--- src/rtl/sd_block_server_pkg.sv ---
// Shared types and constants for the SD block-device server.
package sd_srv_pkg;
   typedef enum logic [2:0] {IDLE, ACK, XFER, DRAIN, DONE} state_e;

   localparam int SECTOR_BYTES = 512;
   localparam int SLOT_FD1     = 0;
   localparam int SLOT_HDD     = 1;
   localparam int SLOT_FD2     = 2;
   localparam int SLOT_W       = 2;
   localparam int DEF_NUM_DEV  = 3;
   localparam int DEF_SECT_W   = 15;
endpackage

--- src/rtl/sd_block_server_if.sv ---
// Request/ack, sector-buffer and image-memory signals of the SD block server.
interface sd_block_server_if #(
   parameter int NUM_DEV = sd_srv_pkg::DEF_NUM_DEV,
   parameter int SECT_W  = sd_srv_pkg::DEF_SECT_W,
   parameter int IMG_AW  = sd_srv_pkg::SLOT_W + SECT_W + 9
);
   logic [NUM_DEV*32-1:0] sd_lba;
   logic [NUM_DEV-1:0]    sd_rd;
   logic [NUM_DEV-1:0]    sd_wr;
   logic [NUM_DEV-1:0]    dev_mounted;
   logic [NUM_DEV-1:0]    sd_ack;
   logic [8:0]            sd_buff_addr;
   logic [7:0]            sd_buff_dout;
   logic                  sd_buff_wr;
   logic [NUM_DEV*8-1:0]  sd_buff_din;
   logic [IMG_AW-1:0]     img_addr;
   logic                  img_rd;
   logic [7:0]            img_dout;
   logic                  img_wr;
   logic [7:0]            img_din;
   logic                  err;

   modport master (
      output sd_lba, sd_rd, sd_wr, dev_mounted, sd_buff_din, img_dout,
      input  sd_ack, sd_buff_addr, sd_buff_dout, sd_buff_wr,
             img_addr, img_rd, img_wr, img_din, err
   );

   modport slave (
      input  sd_lba, sd_rd, sd_wr, dev_mounted, sd_buff_din, img_dout,
      output sd_ack, sd_buff_addr, sd_buff_dout, sd_buff_wr,
             img_addr, img_rd, img_wr, img_din, err
   );
endinterface

--- src/rtl/sd_block_server_rr_arbiter.sv ---
// Combinational round-robin arbiter: first pending request at or after ptr_i.
module rr_arbiter #(
   parameter  int N  = 3,
   localparam int IW = (N > 1) ? $clog2(N) : 1
) (
   input  logic [N-1:0]  req_i,
   input  logic [IW-1:0] ptr_i,
   input  logic          en_i,
   output logic [N-1:0]  gnt_o,
   output logic [IW-1:0] idx_o
);
   int   j;
   logic found;

   always_comb begin
      gnt_o = '0;
      idx_o = '0;
      found = 1'b0;
      j     = 0;
      for (int i = 0; i < N; i++) begin
         j = int'(ptr_i) + i;
         if (j >= N) j = j - N;
         if (en_i && !found && req_i[j]) begin
            found    = 1'b1;
            gnt_o[j] = 1'b1;
            idx_o    = IW'(j);
         end
      end
   end
endmodule

--- src/rtl/sd_block_server.sv ---
// Arbitrates per-drive sector requests and moves one 512-byte sector between
// the flat image memory and the requester's buffer with the ack rise/hold/fall handshake.
//
// state | meaning
// IDLE  | waiting for a request, round-robin grant
// ACK   | ack raised, requester drops its request
// XFER  | 512 byte beats issued (counter 0..511)
// DRAIN | completes beat 511
// DONE  | ack dropped, transfer complete
module sd_block_server
   import sd_srv_pkg::*;
#(
   parameter int NUM_DEV = DEF_NUM_DEV,
   parameter int SECT_W  = DEF_SECT_W,
   parameter int IMG_AW  = SLOT_W + SECT_W + 9
) (
   input  logic               clk_sys,
   input  logic               reset_n,
   sd_block_server_if.slave   bus
);
   state_e              state_q, state_d;
   logic [SLOT_W-1:0]   slot_q, slot_d, ptr_q, ptr_d;
   logic [SECT_W-1:0]   lba_q, lba_d;
   logic                wr_q, wr_d, rej_q, rej_d, err_q, err_d;
   logic                just_done_q, just_done_d;
   logic [9:0]          cnt_q, cnt_d;
   logic                beat_q, beat_d;
   logic [8:0]          beat_addr_q, beat_addr_d;
   logic [8:0]          hold_q;

   logic [31:0]         lba_arr [NUM_DEV];
   logic [7:0]          din_arr [NUM_DEV];
   logic [NUM_DEV-1:0]  req, gnt;
   logic [SLOT_W-1:0]   gnt_idx;

   for (genvar g = 0; g < NUM_DEV; g++) begin : g_unpack
      assign lba_arr[g] = bus.sd_lba[32*g +: 32];
      assign din_arr[g] = bus.sd_buff_din[8*g +: 8];
   end

   // The slot just served is masked for one IDLE cycle so a late request drop is not re-granted.
   assign req = (bus.sd_rd | bus.sd_wr) &
                ~(just_done_q ? (NUM_DEV'(1) << slot_q) : '0);

   rr_arbiter #(.N(NUM_DEV)) u_arb (
      .req_i (req),
      .ptr_i (ptr_q),
      .en_i  (state_q == IDLE),
      .gnt_o (gnt),
      .idx_o (gnt_idx)
   );

   always_ff @(posedge clk_sys or negedge reset_n) begin
      if (!reset_n) begin
         state_q     <= IDLE;
         slot_q      <= '0;
         ptr_q       <= '0;
         lba_q       <= '0;
         wr_q        <= 1'b0;
         rej_q       <= 1'b0;
         err_q       <= 1'b0;
         just_done_q <= 1'b0;
         cnt_q       <= '0;
         beat_q      <= 1'b0;
         beat_addr_q <= '0;
         hold_q      <= '0;
      end else begin
         state_q     <= state_d;
         slot_q      <= slot_d;
         ptr_q       <= ptr_d;
         lba_q       <= lba_d;
         wr_q        <= wr_d;
         rej_q       <= rej_d;
         err_q       <= err_d;
         just_done_q <= just_done_d;
         cnt_q       <= cnt_d;
         beat_q      <= beat_d;
         beat_addr_q <= beat_addr_d;
         hold_q      <= bus.sd_buff_addr;
      end
   end

   always_comb begin
      state_d     = state_q;
      slot_d      = slot_q;
      ptr_d       = ptr_q;
      lba_d       = lba_q;
      wr_d        = wr_q;
      rej_d       = rej_q;
      err_d       = 1'b0;
      just_done_d = 1'b0;
      cnt_d       = cnt_q;
      beat_d      = (state_q == XFER);
      beat_addr_d = cnt_q[8:0];
      unique case (state_q)
         IDLE: if (|gnt) begin
            slot_d  = gnt_idx;
            ptr_d   = (gnt_idx == SLOT_W'(NUM_DEV - 1)) ? '0 : gnt_idx + 1'b1;
            lba_d   = lba_arr[gnt_idx][SECT_W-1:0];
            wr_d    = bus.sd_wr[gnt_idx];
            rej_d   = !bus.dev_mounted[gnt_idx] || (lba_arr[gnt_idx][31:SECT_W] != '0);
            err_d   = rej_d || (bus.sd_rd[gnt_idx] && bus.sd_wr[gnt_idx]);
            state_d = ACK;
         end
         ACK: begin
            cnt_d   = '0;
            state_d = XFER;
         end
         XFER: begin
            cnt_d = cnt_q + 10'd1;
            if (cnt_d == 10'(SECTOR_BYTES)) state_d = DRAIN;
         end
         DRAIN: state_d = DONE;
         DONE: begin
            just_done_d = 1'b1;
            state_d     = IDLE;
         end
         default: state_d = IDLE;
      endcase
   end

   always_comb begin
      bus.sd_ack       = '0;
      bus.sd_buff_addr = hold_q;
      bus.sd_buff_dout = '0;
      bus.sd_buff_wr   = 1'b0;
      bus.img_addr     = '0;
      bus.img_rd       = 1'b0;
      bus.img_wr       = 1'b0;
      bus.img_din      = '0;
      bus.err          = err_q;
      if (state_q == ACK || state_q == XFER || state_q == DRAIN)
         bus.sd_ack = NUM_DEV'(1) << slot_q;
      if (!wr_q) begin
         if (state_q == XFER) begin
            bus.img_addr = {slot_q, lba_q, cnt_q[8:0]};
            bus.img_rd   = !rej_q;
         end
         if (beat_q) begin
            bus.sd_buff_addr = beat_addr_q;
            bus.sd_buff_wr   = 1'b1;
            bus.sd_buff_dout = rej_q ? 8'h00 : bus.img_dout;
         end
      end else begin
         if (state_q == XFER) bus.sd_buff_addr = cnt_q[8:0];
         // Rejected writes still walk the buffer addresses but never touch the image.
         if (beat_q) begin
            bus.img_addr = {slot_q, lba_q, beat_addr_q};
            bus.img_din  = din_arr[slot_q];
            bus.img_wr   = !rej_q;
         end
      end
   end
endmodule

--- src/flat_wrapper.sv ---
// flat-port wrapper written by rule: the top's interface ports become plain ports
module sd_block_server_flat import sd_srv_pkg::*;
#(
   parameter int NUM_DEV = DEF_NUM_DEV,
   parameter int SECT_W  = DEF_SECT_W,
   parameter int IMG_AW  = SLOT_W + SECT_W + 9
)
  (clk_sys, reset_n, bus_sd_lba, bus_sd_rd, bus_sd_wr, bus_dev_mounted, bus_sd_buff_din, bus_img_dout, bus_sd_ack, bus_sd_buff_addr, bus_sd_buff_dout, bus_sd_buff_wr, bus_img_addr, bus_img_rd, bus_img_wr, bus_img_din, bus_err);
  sd_block_server_if #(.NUM_DEV(NUM_DEV), .SECT_W(SECT_W), .IMG_AW(IMG_AW)) bus_i ();
  input  logic clk_sys;
  input  logic reset_n;
  input wire logic [$bits(bus_i.sd_lba)-1:0] bus_sd_lba;
  input wire logic [$bits(bus_i.sd_rd)-1:0] bus_sd_rd;
  input wire logic [$bits(bus_i.sd_wr)-1:0] bus_sd_wr;
  input wire logic [$bits(bus_i.dev_mounted)-1:0] bus_dev_mounted;
  input wire logic [$bits(bus_i.sd_buff_din)-1:0] bus_sd_buff_din;
  input wire logic [$bits(bus_i.img_dout)-1:0] bus_img_dout;
  output wire logic [$bits(bus_i.sd_ack)-1:0] bus_sd_ack;
  output wire logic [$bits(bus_i.sd_buff_addr)-1:0] bus_sd_buff_addr;
  output wire logic [$bits(bus_i.sd_buff_dout)-1:0] bus_sd_buff_dout;
  output wire logic [$bits(bus_i.sd_buff_wr)-1:0] bus_sd_buff_wr;
  output wire logic [$bits(bus_i.img_addr)-1:0] bus_img_addr;
  output wire logic [$bits(bus_i.img_rd)-1:0] bus_img_rd;
  output wire logic [$bits(bus_i.img_wr)-1:0] bus_img_wr;
  output wire logic [$bits(bus_i.img_din)-1:0] bus_img_din;
  output wire logic [$bits(bus_i.err)-1:0] bus_err;
  assign bus_i.sd_lba = bus_sd_lba;
  assign bus_i.sd_rd = bus_sd_rd;
  assign bus_i.sd_wr = bus_sd_wr;
  assign bus_i.dev_mounted = bus_dev_mounted;
  assign bus_i.sd_buff_din = bus_sd_buff_din;
  assign bus_i.img_dout = bus_img_dout;
  assign bus_sd_ack = bus_i.sd_ack;
  assign bus_sd_buff_addr = bus_i.sd_buff_addr;
  assign bus_sd_buff_dout = bus_i.sd_buff_dout;
  assign bus_sd_buff_wr = bus_i.sd_buff_wr;
  assign bus_img_addr = bus_i.img_addr;
  assign bus_img_rd = bus_i.img_rd;
  assign bus_img_wr = bus_i.img_wr;
  assign bus_img_din = bus_i.img_din;
  assign bus_err = bus_i.err;
  sd_block_server #(.NUM_DEV(NUM_DEV), .SECT_W(SECT_W), .IMG_AW(IMG_AW)) u_core (.clk_sys(clk_sys), .reset_n(reset_n), .bus(bus_i));
endmodule
--- config.mk ---
export PLATFORM = sky130hd
export DESIGN_NAME = sd_block_server_flat
export DESIGN_NICKNAME = d
export VERILOG_FILES = /design/src/rtl/sd_block_server_pkg.sv /design/src/rtl/sd_block_server_if.sv /design/src/rtl/sd_block_server_rr_arbiter.sv /design/src/rtl/sd_block_server.sv /design/src/flat_wrapper.sv
export SDC_FILE = /design/constraint.sdc
export NUM_CORES = 1
export LEC_CHECK = 0
export ABC_AREA = 1
export BUFFER_PORTS_ARGS = -buffer_cell sky130_fd_sc_hd__buf_2
export CAP_MARGIN = 20
export CORE_ASPECT_RATIO = 0.75
export CORE_MARGIN = 5
export CORE_UTILIZATION = 49
export DETAILED_ROUTE_END_ITERATION = 6
export HOLD_SLACK_MARGIN = 0.06
export PLACE_DENSITY = 0.92
export REMOVE_ABC_BUFFERS = 1
export SLEW_MARGIN = 20
export SYNTH_ARGS = -nofsm -noshare
export SYNTH_HDL_FRONTEND = slang
export SYNTH_HIERARCHICAL = 1
export SYNTH_SLANG_ARGS = --single-unit
export TNS_END_PERCENT = 5
--- constraint.sdc ---
create_clock -name clk_sys -period 5.1 [get_ports clk_sys]
set_input_delay 0.51 -clock clk_sys [delete_from_list [all_inputs] [get_ports clk_sys]]
set_output_delay 0.51 -clock clk_sys [all_outputs]
set_load 0.03 [all_outputs]
==> flow_summary.yaml <==
status:
  status: "finished clean"
run:
  cap_violations: 0
setup_path:
  worstPathArrival_ns: 2.89
  reg2regPathDepth: 20
  end_kind: "primary output"
  cp_max_fo: 34
  startpoint_type: "flop"
  rr_startpoint: "u_core/slot_q[0]"
  timing.rr.end: "u_core/rej_q"
  worstPathRequired_ns: 4.59
  r2r_slack_ns: 1.90
  worstSetupPathType: "reg -> out"
route:
  firstDrtPassIters: 5
  top_layer: "met4"
  wirelength_um: 12400
  routed_via_density: 5.37
  ant_nets: 0
  post-route-drc-count: 0
  route.met2.wl_um: 6110
  wl_met1_um: 4990
  vias: 4468
  drt_iter0_drc: 488
  wl_per_cell_um: 14.9
  dr_wl_met3_um: 1160
timing:
  fin_crit_sh: 0.667
  rsz0062_at_grt: "false"
  final_hold_viol_count: 0
  fmax_mhz: 294
  setup_slack_ns: 1.70
  slew_headroom: 0.343
  fin_skew_ns: 0.00978
  fin_crit_ns: 3.40
  worst_pin_slew_ns: 0.986
  setup_tns_ns: 0
  slew_violations: 0
  setup_viol: 0
place:
  preCtsSetupSlack_ns: 1.97
  dp_hpwl_um: 9680
  placed_cells: 824
  port_buffers: 196
  place_congestion: 0.973
clock_network:
  cts_buffers: 5
  h-tree-depth: 2
  clockBufferDepth: 2
  clk_latency_ns: 0.30
  cts_sinks: 55
  cts-resized-gates: 0
  cts.clk_slew.worst_paths_ns: 0.10
  tritoncts: "yes"
  clockRootBuffer: "clkbuf_8"
  postCtsHoldBufs: 0
  post_cts_buffers: 0
global_routing:
  grt_max_degree: 56
  grt_pass1_vias: 4423
  grtUsageTotal: 0.255
  grt_overflow_total: 0
  grt_pass1_wl_um: 20500
  antenna_found_initial: 0
logic_synthesis:
  synth-seq-cells: 55
  synth_xor_area_frac: 0.00235
  synth_area_per_cell_um2: 6.85
  synth_area_leaders: "dfrtp_1 (37%), nand2_1 (18%), nor2_1 (6.8%), nand3_1 (6.3%), inv_1 (4.2%)"
  yosys_warnings: 6
  syn-cell-area_um2: 3730
  ys_seq_area_frac: 0.369
  synth_fa_ha_area_frac: 0.0168
  synth_top_family_by_area: "simple AND/OR/NAND/NOR gates"
  synth_simple_gate_area_frac: 0.413
  synthMuxAreaShare: 0
  synth_compound_area_frac: 0.114
  yosysUniqueCellTypes: 35
  synth_top_area_cell: "dfrtp_1"
  post_synth_inst_count: 545
  yosysTopAreaCellShare: 0.369
finish:
  final_cell_mix: "buf_2 (196), nand2_1 (176), nor2_1 (68)"
  final_cells: 832
  diodes: 0
  layout-drive-gt1-share: 0.324
  area_delta_synth_final_pct: 29.2
  final_common_cell: "buf_2"
  fin_nets: 874
  final_util: 0.655
power_and_ir_drop:
  internal-power_uw: 1290
  combPwrFrac: 0.664
  power.total_uw: 3050
  p_leak_uw: 0.00257
  pwr_density_cell_nw_per_um2: 632
  vdd_ir_drop_max_v: 0.000407
  p_sw_uw: 1760
  pwr-share-seq: 0.258
  netSwitchingFraction: 0.578
  clock_power_share: 0.078
floorplan:
  die_x_um: 111
  die-area_um2: 9480
  rows: 27
  die_y_um: 85.6
  core-area_um2: 7360
  num_io_pins: 197
  initial_core_util: 0.507
min_path:
  min_path_type: "in -> async"
## cell families (layout without fill, tap and decap cells)
kind of cell | Yosys count | count (layout)
flops | 55 | 55
simple gates | 345 | 345
fa+ha+maj | 5 | 5
compound gates | 67 | 67
buf+inv | 72 | 258
xor+xnor | 1 | 1
## metal layers
| metal | track usage | vias up |
|---|---|---|
| li1 | - | 2153 |
| met1 | 0.328 | 2054 |
| met2 | 0.457 | 243 |
| met3 | 0.0444 | 18 |
| met4 | 0.0548 | 0 |
| met5 | 0 | - |
## Yosys cell counts
library cell and number:
ha_1 5, inv_1 42, and3_1 1, buf_2 6
a31oi_1 2, nor2_2 9, dfrtp_1 55, clkinv_1 2
o21bai_1 1, nor2_8 1, a31o_2 1, a21oi_1 11
nand3_2 2, clkbuf_1 4, o21ai_0 22, a41oi_1 11
buf_1 2, nand2_2 6, nand2_1 176, nand3_1 47
inv_2 8, nor2_1 68, xor2_1 1, a211oi_1 1
nor3_1 5, nand4_1 8, a32oi_1 7, buf_6 2
a22oi_1 2, nor2_4 3, o22ai_1 6, nor3b_1 18
or2_2 1, buf_4 6, o21ai_1 3
## power groups by stage
stage | Clock, uW | Sequential (uW) | Combinational (uW)
2_1_floorplan | 0 | 737 | 1440
3_3_place_gp | 0 | 779 | 1920
3_5_place_dp | 0 | 784 | 2010
4_1_cts | 242 | 780 | 2010
5_1_grt | 261 | 813 | 2230
6_report | 237 | 786 | 2030
## worst max-delay path, cell delays in order, from the launching register on
cell      delay (ns)
dfrtp_1         1.00
clkinv_1        0.50
nor2_2          0.70
nor3b_1         0.15
buf_2           0.22
## cell type report
type / instances / area [um2]
timing repair buffer: 198 / 996
fill: 622 / 2540
sequential: 55 / 1380
clock buffer: 5 / 68.8
tap: 101 / 126
multi-input combinational: 418 / 2040
inverter: 52 / 195
clock inverter: 3 / 20.0
## flip-flops by register name, summed over array words and instances (netlist names)
name and cells:
u_core/lba_q 15, u_core/cnt_q 10, u_core/beat_addr_q 9, u_core/hold_q 9
u_core/state_q 3, u_core/ptr_q 2, u_core/slot_q 2, u_core/beat_q 1
u_core/bus.err 1, u_core/just_done_q 1, u_core/rej_q 1, u_core/wr_q 1
## worst max path at each step
stage / start / slack [ns] / cells after the start / to
final: u_core/wr_q / 1.70 / 4 / bus_img_addr[18]
after global routing: u_core/slot_q[0] / 1.47 / 20 / u_core/rej_q
after CTS: u_core/wr_q / 1.71 / 4 / bus_img_addr[18]
after detailed placement: u_core/slot_q[0] / 1.97 / 20 / u_core/rej_q
after global placement: u_core/slot_q[0] / 2.16 / 20 / u_core/rej_q
after floorplan: u_core/slot_q[0] / 2.26 / 17 / u_core/bus.err
## stage by stage
stage | instance area (um2) | hold WS, ns
finish | 4820 | 0.330
floorplan | 3610 | 0.214
detailed placement | 4730 | 0.423
CTS | 4820 | 0.353
global route | 4820 | 0.391
global placement | 4730 | 0.410
Power figures use the tool's default switching activity.
